$ cat config.mk
export PLATFORM = sky130hd
export DESIGN_NAME = uart_rx_deser
export DESIGN_NICKNAME = d
export VERILOG_FILES = /design/src/rtl/uart_rx_deser.sv
export SDC_FILE = /design/constraint.sdc
export NUM_CORES = 1
export LEC_CHECK = 0
export BUFFER_PORTS_ARGS = -buffer_cell sky130_fd_sc_hd__buf_2
export CORE_ASPECT_RATIO = 0.6
export CORE_MARGIN = 2
export CORE_UTILIZATION = 30
export CTS_CLUSTER_SIZE = 40
export DETAILED_ROUTE_END_ITERATION = 16
export GPL_TIMING_DRIVEN = 0
export PLACE_DENSITY = 0.57
export RECOVER_POWER = 25
export SETUP_SLACK_MARGIN = 0.1
export SYNTH_ARGS = -nofsm -noshare
export SYNTH_HDL_FRONTEND = slang
export SYNTH_SLANG_ARGS = --single-unit
$ cat constraint.sdc
create_clock -name clk -period 2.1 [get_ports clk]
set_clock_uncertainty 0.1 [all_clocks]
set_input_delay 0.105 -clock clk [delete_from_list [all_inputs] [get_ports clk]]
set_output_delay 0.105 -clock clk [all_outputs]
set_load 0.02 [all_outputs]
$ cat src/rtl/uart_rx_deser.sv
// UART 8N1 receive deserializer: synchronizes rxd, samples mid-bit from a
// programmable divider and delivers bytes on a valid/ready handshake.
module uart_rx_deser #(
  parameter int unsigned BAUD_DIV    = 434,
  parameter int unsigned SYNC_STAGES = 2
) (
  input  logic       clk,
  input  logic       rst,
  input  logic       rxd,
  output logic [7:0] rx_data,
  output logic       rx_valid,
  input  logic       rx_ready,
  output logic       frame_err,
  output logic       overrun,
  output logic       busy
);

  localparam int unsigned CW = $clog2(BAUD_DIV);
  localparam logic [CW-1:0] FULL = CW'(BAUD_DIV - 1);
  localparam logic [CW-1:0] HALF = CW'(BAUD_DIV / 2 - 1);

  typedef enum logic [2:0] {IDLE, START, DATA, STOP, BRK} state_t;

  state_t                 state;
  logic [SYNC_STAGES-1:0] sync;
  logic                   rxd_s;
  logic [CW-1:0]          cnt;
  logic [2:0]             bit_idx;
  logic [7:0]             shift;
  logic                   fire;

  assign rxd_s = sync[SYNC_STAGES-1];
  assign fire  = (cnt == '0);

  always_ff @(posedge clk) begin
    if (rst) sync <= '1;
    else     sync <= {sync[SYNC_STAGES-2:0], rxd};
  end

  always_ff @(posedge clk) begin
    if (rst) begin
      state     <= IDLE;
      cnt       <= '0;
      bit_idx   <= '0;
      shift     <= '0;
      rx_data   <= '0;
      rx_valid  <= 1'b0;
      frame_err <= 1'b0;
      overrun   <= 1'b0;
      busy      <= 1'b0;
    end else begin
      frame_err <= 1'b0;
      overrun   <= 1'b0;
      // A delivery later in this block overrides this clear.
      if (rx_valid && rx_ready) rx_valid <= 1'b0;

      case (state)
        IDLE: begin
          if (!rxd_s) begin
            cnt   <= HALF;
            state <= START;
            busy  <= 1'b1;
          end
        end
        START: begin
          if (fire) begin
            if (!rxd_s) begin
              cnt     <= FULL;
              bit_idx <= '0;
              state   <= DATA;
            end else begin
              state <= IDLE;
              busy  <= 1'b0;
            end
          end else begin
            cnt <= cnt - CW'(1);
          end
        end
        DATA: begin
          if (fire) begin
            shift   <= {rxd_s, shift[7:1]};
            cnt     <= FULL;
            bit_idx <= bit_idx + 3'd1;
            if (bit_idx == 3'd7) state <= STOP;
          end else begin
            cnt <= cnt - CW'(1);
          end
        end
        STOP: begin
          if (fire) begin
            if (rxd_s) begin
              state <= IDLE;
              busy  <= 1'b0;
              if (!rx_valid || rx_ready) begin
                rx_data  <= shift;
                rx_valid <= 1'b1;
              end else begin
                overrun <= 1'b1;
              end
            end else begin
              frame_err <= 1'b1;
              state     <= BRK;
            end
          end else begin
            cnt <= cnt - CW'(1);
          end
        end
        BRK: begin
          if (rxd_s) begin
            state <= IDLE;
            busy  <= 1'b0;
          end
        end
        default: begin
          state <= IDLE;
          busy  <= 1'b0;
        end
      endcase
    end
  end

endmodule
==> impl_metrics.csv <==
group,metric,value,unit
yosys,synthDistinctLibCells,54,
critical_path,crit_path_start_kind,"register",
timing,hold_violations,0,
drt,vias_per_cell,5.208,
yosys,synthCells,195,
cells_and_area,drive_above_1_share,0.2544,
floorplanning,die_y,64.51,µm
cts,cts_buffers,5,
power,power_frac_comb,0.246,
timing,timing.final.crit_share,0.9448,
power,p_sw_frac,0.2920,
timing,rsz0062_at_grt,"true",
cells_and_area,syn2layout_area_growth,25.50,%
yosys,synth-seq-area-share,0.4046,
grt,grt_pass1_wl,7610,µm
place,placement.io_buffers,14,
yosys,synthArstFlopShare,0,
critical_path,cp.required,2.24,ns
place,pre_cts_ws,-0.1260,ns
yosys,ys_seq_elements,37,
power,p_switching,582.0,µW
critical_path,critPathMaxFanout,6,
grt,grt.met1_usage,0.2266,
cells_and_area,final_core_util,0.4010,
timing,timing.final.ws_setup,0.1160,ns
place,postPlaceCellArea,2001,µm²
floorplanning,rows,21,
cts,h-tree-depth,2,
floorplanning,start_util,0.3196,
cts,clockBufferDepth,2,
timing,final.min_clock_period,1.984,ns
critical_path,worstPathArrival,2.12,ns
timing,slew_violations,0,
drt,routed_wl,4796,µm
grt,grtUsageTotal,0.1427,
drt,drcViolationCount,0,
critical_path,crit_type,"register to register",
drt,first_pass_iters,4,
place,gp_congestion,0.8340,
yosys,syn-num-nets,203,
cells_and_area,diodes,0,
floorplanning,die-area,6763,µm²
power,p_total,1.993,mW
cells_and_area,final_area,2297,µm²
cts,cts.reportedPaths.clkPinSlew,0.08,ns
grt,overflow,0,
power,p_int,1.411,mW
power,power_frac_seq,0.380,
floorplanning,coreArea,5728,µm²
place,place.detailed.hpwl,3232,µm
yosys,synth_edf_count,0,
timing,timing.slew.headroom,0.6303,
cts,clkLatencyLatePin,0.29,ns
power,power.density,867.5,nW/µm²
cts,numClockSinks,37,
yosys,synth_warnings,0,
grt,antenna_found_initial,0,
drt,post_drt_wl_per_cell,15.57,µm
drt,dr_total_vias,1604,
grt,use_met3,0.03421,
cells_and_area,n_fill_cell,591,
grt,grt_pass1_vias,1453,
timing,fin_hold_ws,0.004539,ns
power,ir_worst_vdd,0.0002690,V
drt,drtAntennaViolNets,0,
yosys,synth_ff_type,"dfxtp_1",
yosys,synth_area_per_cell,9.387,µm²
power,p_leak,0.8911,nW
grt,use_met2,0.1859,
cts,root_buffer,"clkbuf_8",
critical_path,worstSetupEndpointType,"register",
power,power_frac_clock,0.374,
drt,drtIter0Drc,208,
min_path,hold_class,"input port to register",
grt,top_usage_layer,"met1",
timing,worst_pin_slew,0.5546,ns
floorplanning,io_pins,16,
timing,setup_violations,0,
run_status,outcome,"finished, final reports clean",
cells_and_area,final_nets,235,
run,drv_cap,0,
grt,grt_max_degree,13,
yosys,syn_area,1831,µm²
timing,fmax,504.0,MHz
cts,cts_tree,"done",
floorplanning,fp.dieW,104.8,µm
-- power groups by stage --
| stage | clock [mW] | combinational [mW] | sequential (mW) |
|---|---|---|---|
| 2_1_floorplan | 0 | 0.283 | 0.764 |
| 3_3_place_gp | 0 | 0.370 | 0.768 |
| 3_5_place_dp | 0 | 0.369 | 0.768 |
| 4_1_cts | 0.749 | 0.438 | 0.751 |
| 5_1_grt | 0.780 | 0.522 | 0.762 |
| 6_report | 0.745 | 0.491 | 0.758 |
-- synthesized netlist by cell type (all sizes together) (2+ instances only) --
library cell,instances,area [µm²]
a2111oi,4,45.04
a211oi,3,22.52
a21oi,7,35.03
a22oi,3,22.52
a31oi,3,18.77
and4,2,17.52
buf,9,60.05
clkbuf,5,18.77
dfxtp,37,740.7
ha,4,50.05
inv,9,33.78
mux2i,17,170.2
nand2,4,15.01
nand2b,2,12.51
nand3,8,40.04
nand3b,2,15.01
nand4,3,25.02
nor2,27,108.9
nor2b,2,12.51
nor3,10,50.05
nor3b,2,15.01
nor4,4,31.28
nor4b,2,32.53
o211ai,2,20.02
or2,3,18.77
or4,2,15.01
-- worst paths after layout --
check / start / end / slack, ns / depth (start not counted)
worst min-delay path: rst / state[0] / 0.005 / 2
worst max register to register: cnt[0] / cnt[5] / 0.12 / 7
worst min register to register: sync[0] / sync[1] / 0.32 / 1
worst max-delay path: cnt[0] / cnt[5] / 0.12 / 7
-- registers in the layout (all words and copies together), names as in the netlist --
signal	flops
bit_idx	3
cnt	9
frame_err	1
rx_data	8
shift	8
state	3
overrun	1
rx_valid	1
sync	2
busy	1
-- critical path, cell delays in order (launching register included) --
cell and delay (ns):
dfxtp_4 0.36, inv_4 0.06, ha_4 0.12, or4b_4 0.45, buf_6 0.16, nor4_1 0.40
o211ai_1 0.19, nand3_1 0.09
-- what timing repair did --
action,CTS,global route
endpoints found under the hold margin,1,0
gates resized for setup,14,14
setup buffers,7,2
hold buffers,1,0
pin swaps,4,1
endpoints found under the setup margin,30,25
gates cloned,0,1
-- cells in the final DEF (no fill, tap or decap), drive strengths merged, types with 7 or more instances in the layout --
| master | n |
|---|---|
| dfxtp | 37 |
| nor2 | 27 |
| clkbuf | 22 |
| buf | 21 |
| mux2i | 17 |
| nor3 | 10 |
| inv | 9 |
| nand3 | 8 |
| a21oi | 7 |
-- cells by family after synthesis --
logic type | after synthesis | share of synthesized area
XOR/XNOR | 1 | 0.004786
AO/OA/AOI/OAI | 35 | 0.1572
adder cells (fa/ha/maj) | 5 | 0.03281
AND/OR/NAND/NOR | 76 | 0.2399
multiplexers | 18 | 0.09911
flip-flops | 37 | 0.4046
buffers and inverters | 23 | 0.06151
-- metal layers --
layer / wire [µm] / share of wire / vias to the layer above
met2: 1834 / 0.38 / 68
met1: 2504 / 0.52 / 752
met4: 25 / 0.0052 / 0
met5: 0 / 0 / -
li1: - / - / 782
met3: 432 / 0.090 / 2
-- through the flow --
step,TNS (ns),cells
CTS,0,305
detailed placement,-2.220,289
global placement,-2.580,289
floorplan,0,195
global route,0,308
finish,0,308
-- area by class of cell --
cell class | count | area [µm²] | share of cell area
multi-input combinational | 135 | 1044 | 0.4542
sequential | 37 | 748.2 | 0.3257
timing repair buffer | 25 | 143.9 | 0.06264
tap | 80 | 100.1 | 0.04357
buffer | 14 | 91.34 | 0.03976
clock buffer | 5 | 68.82 | 0.02996
clock inverter | 3 | 65.06 | 0.02832
inverter | 9 | 36.28 | 0.01580
Note: power is estimated with default switching activity, not from simulation.
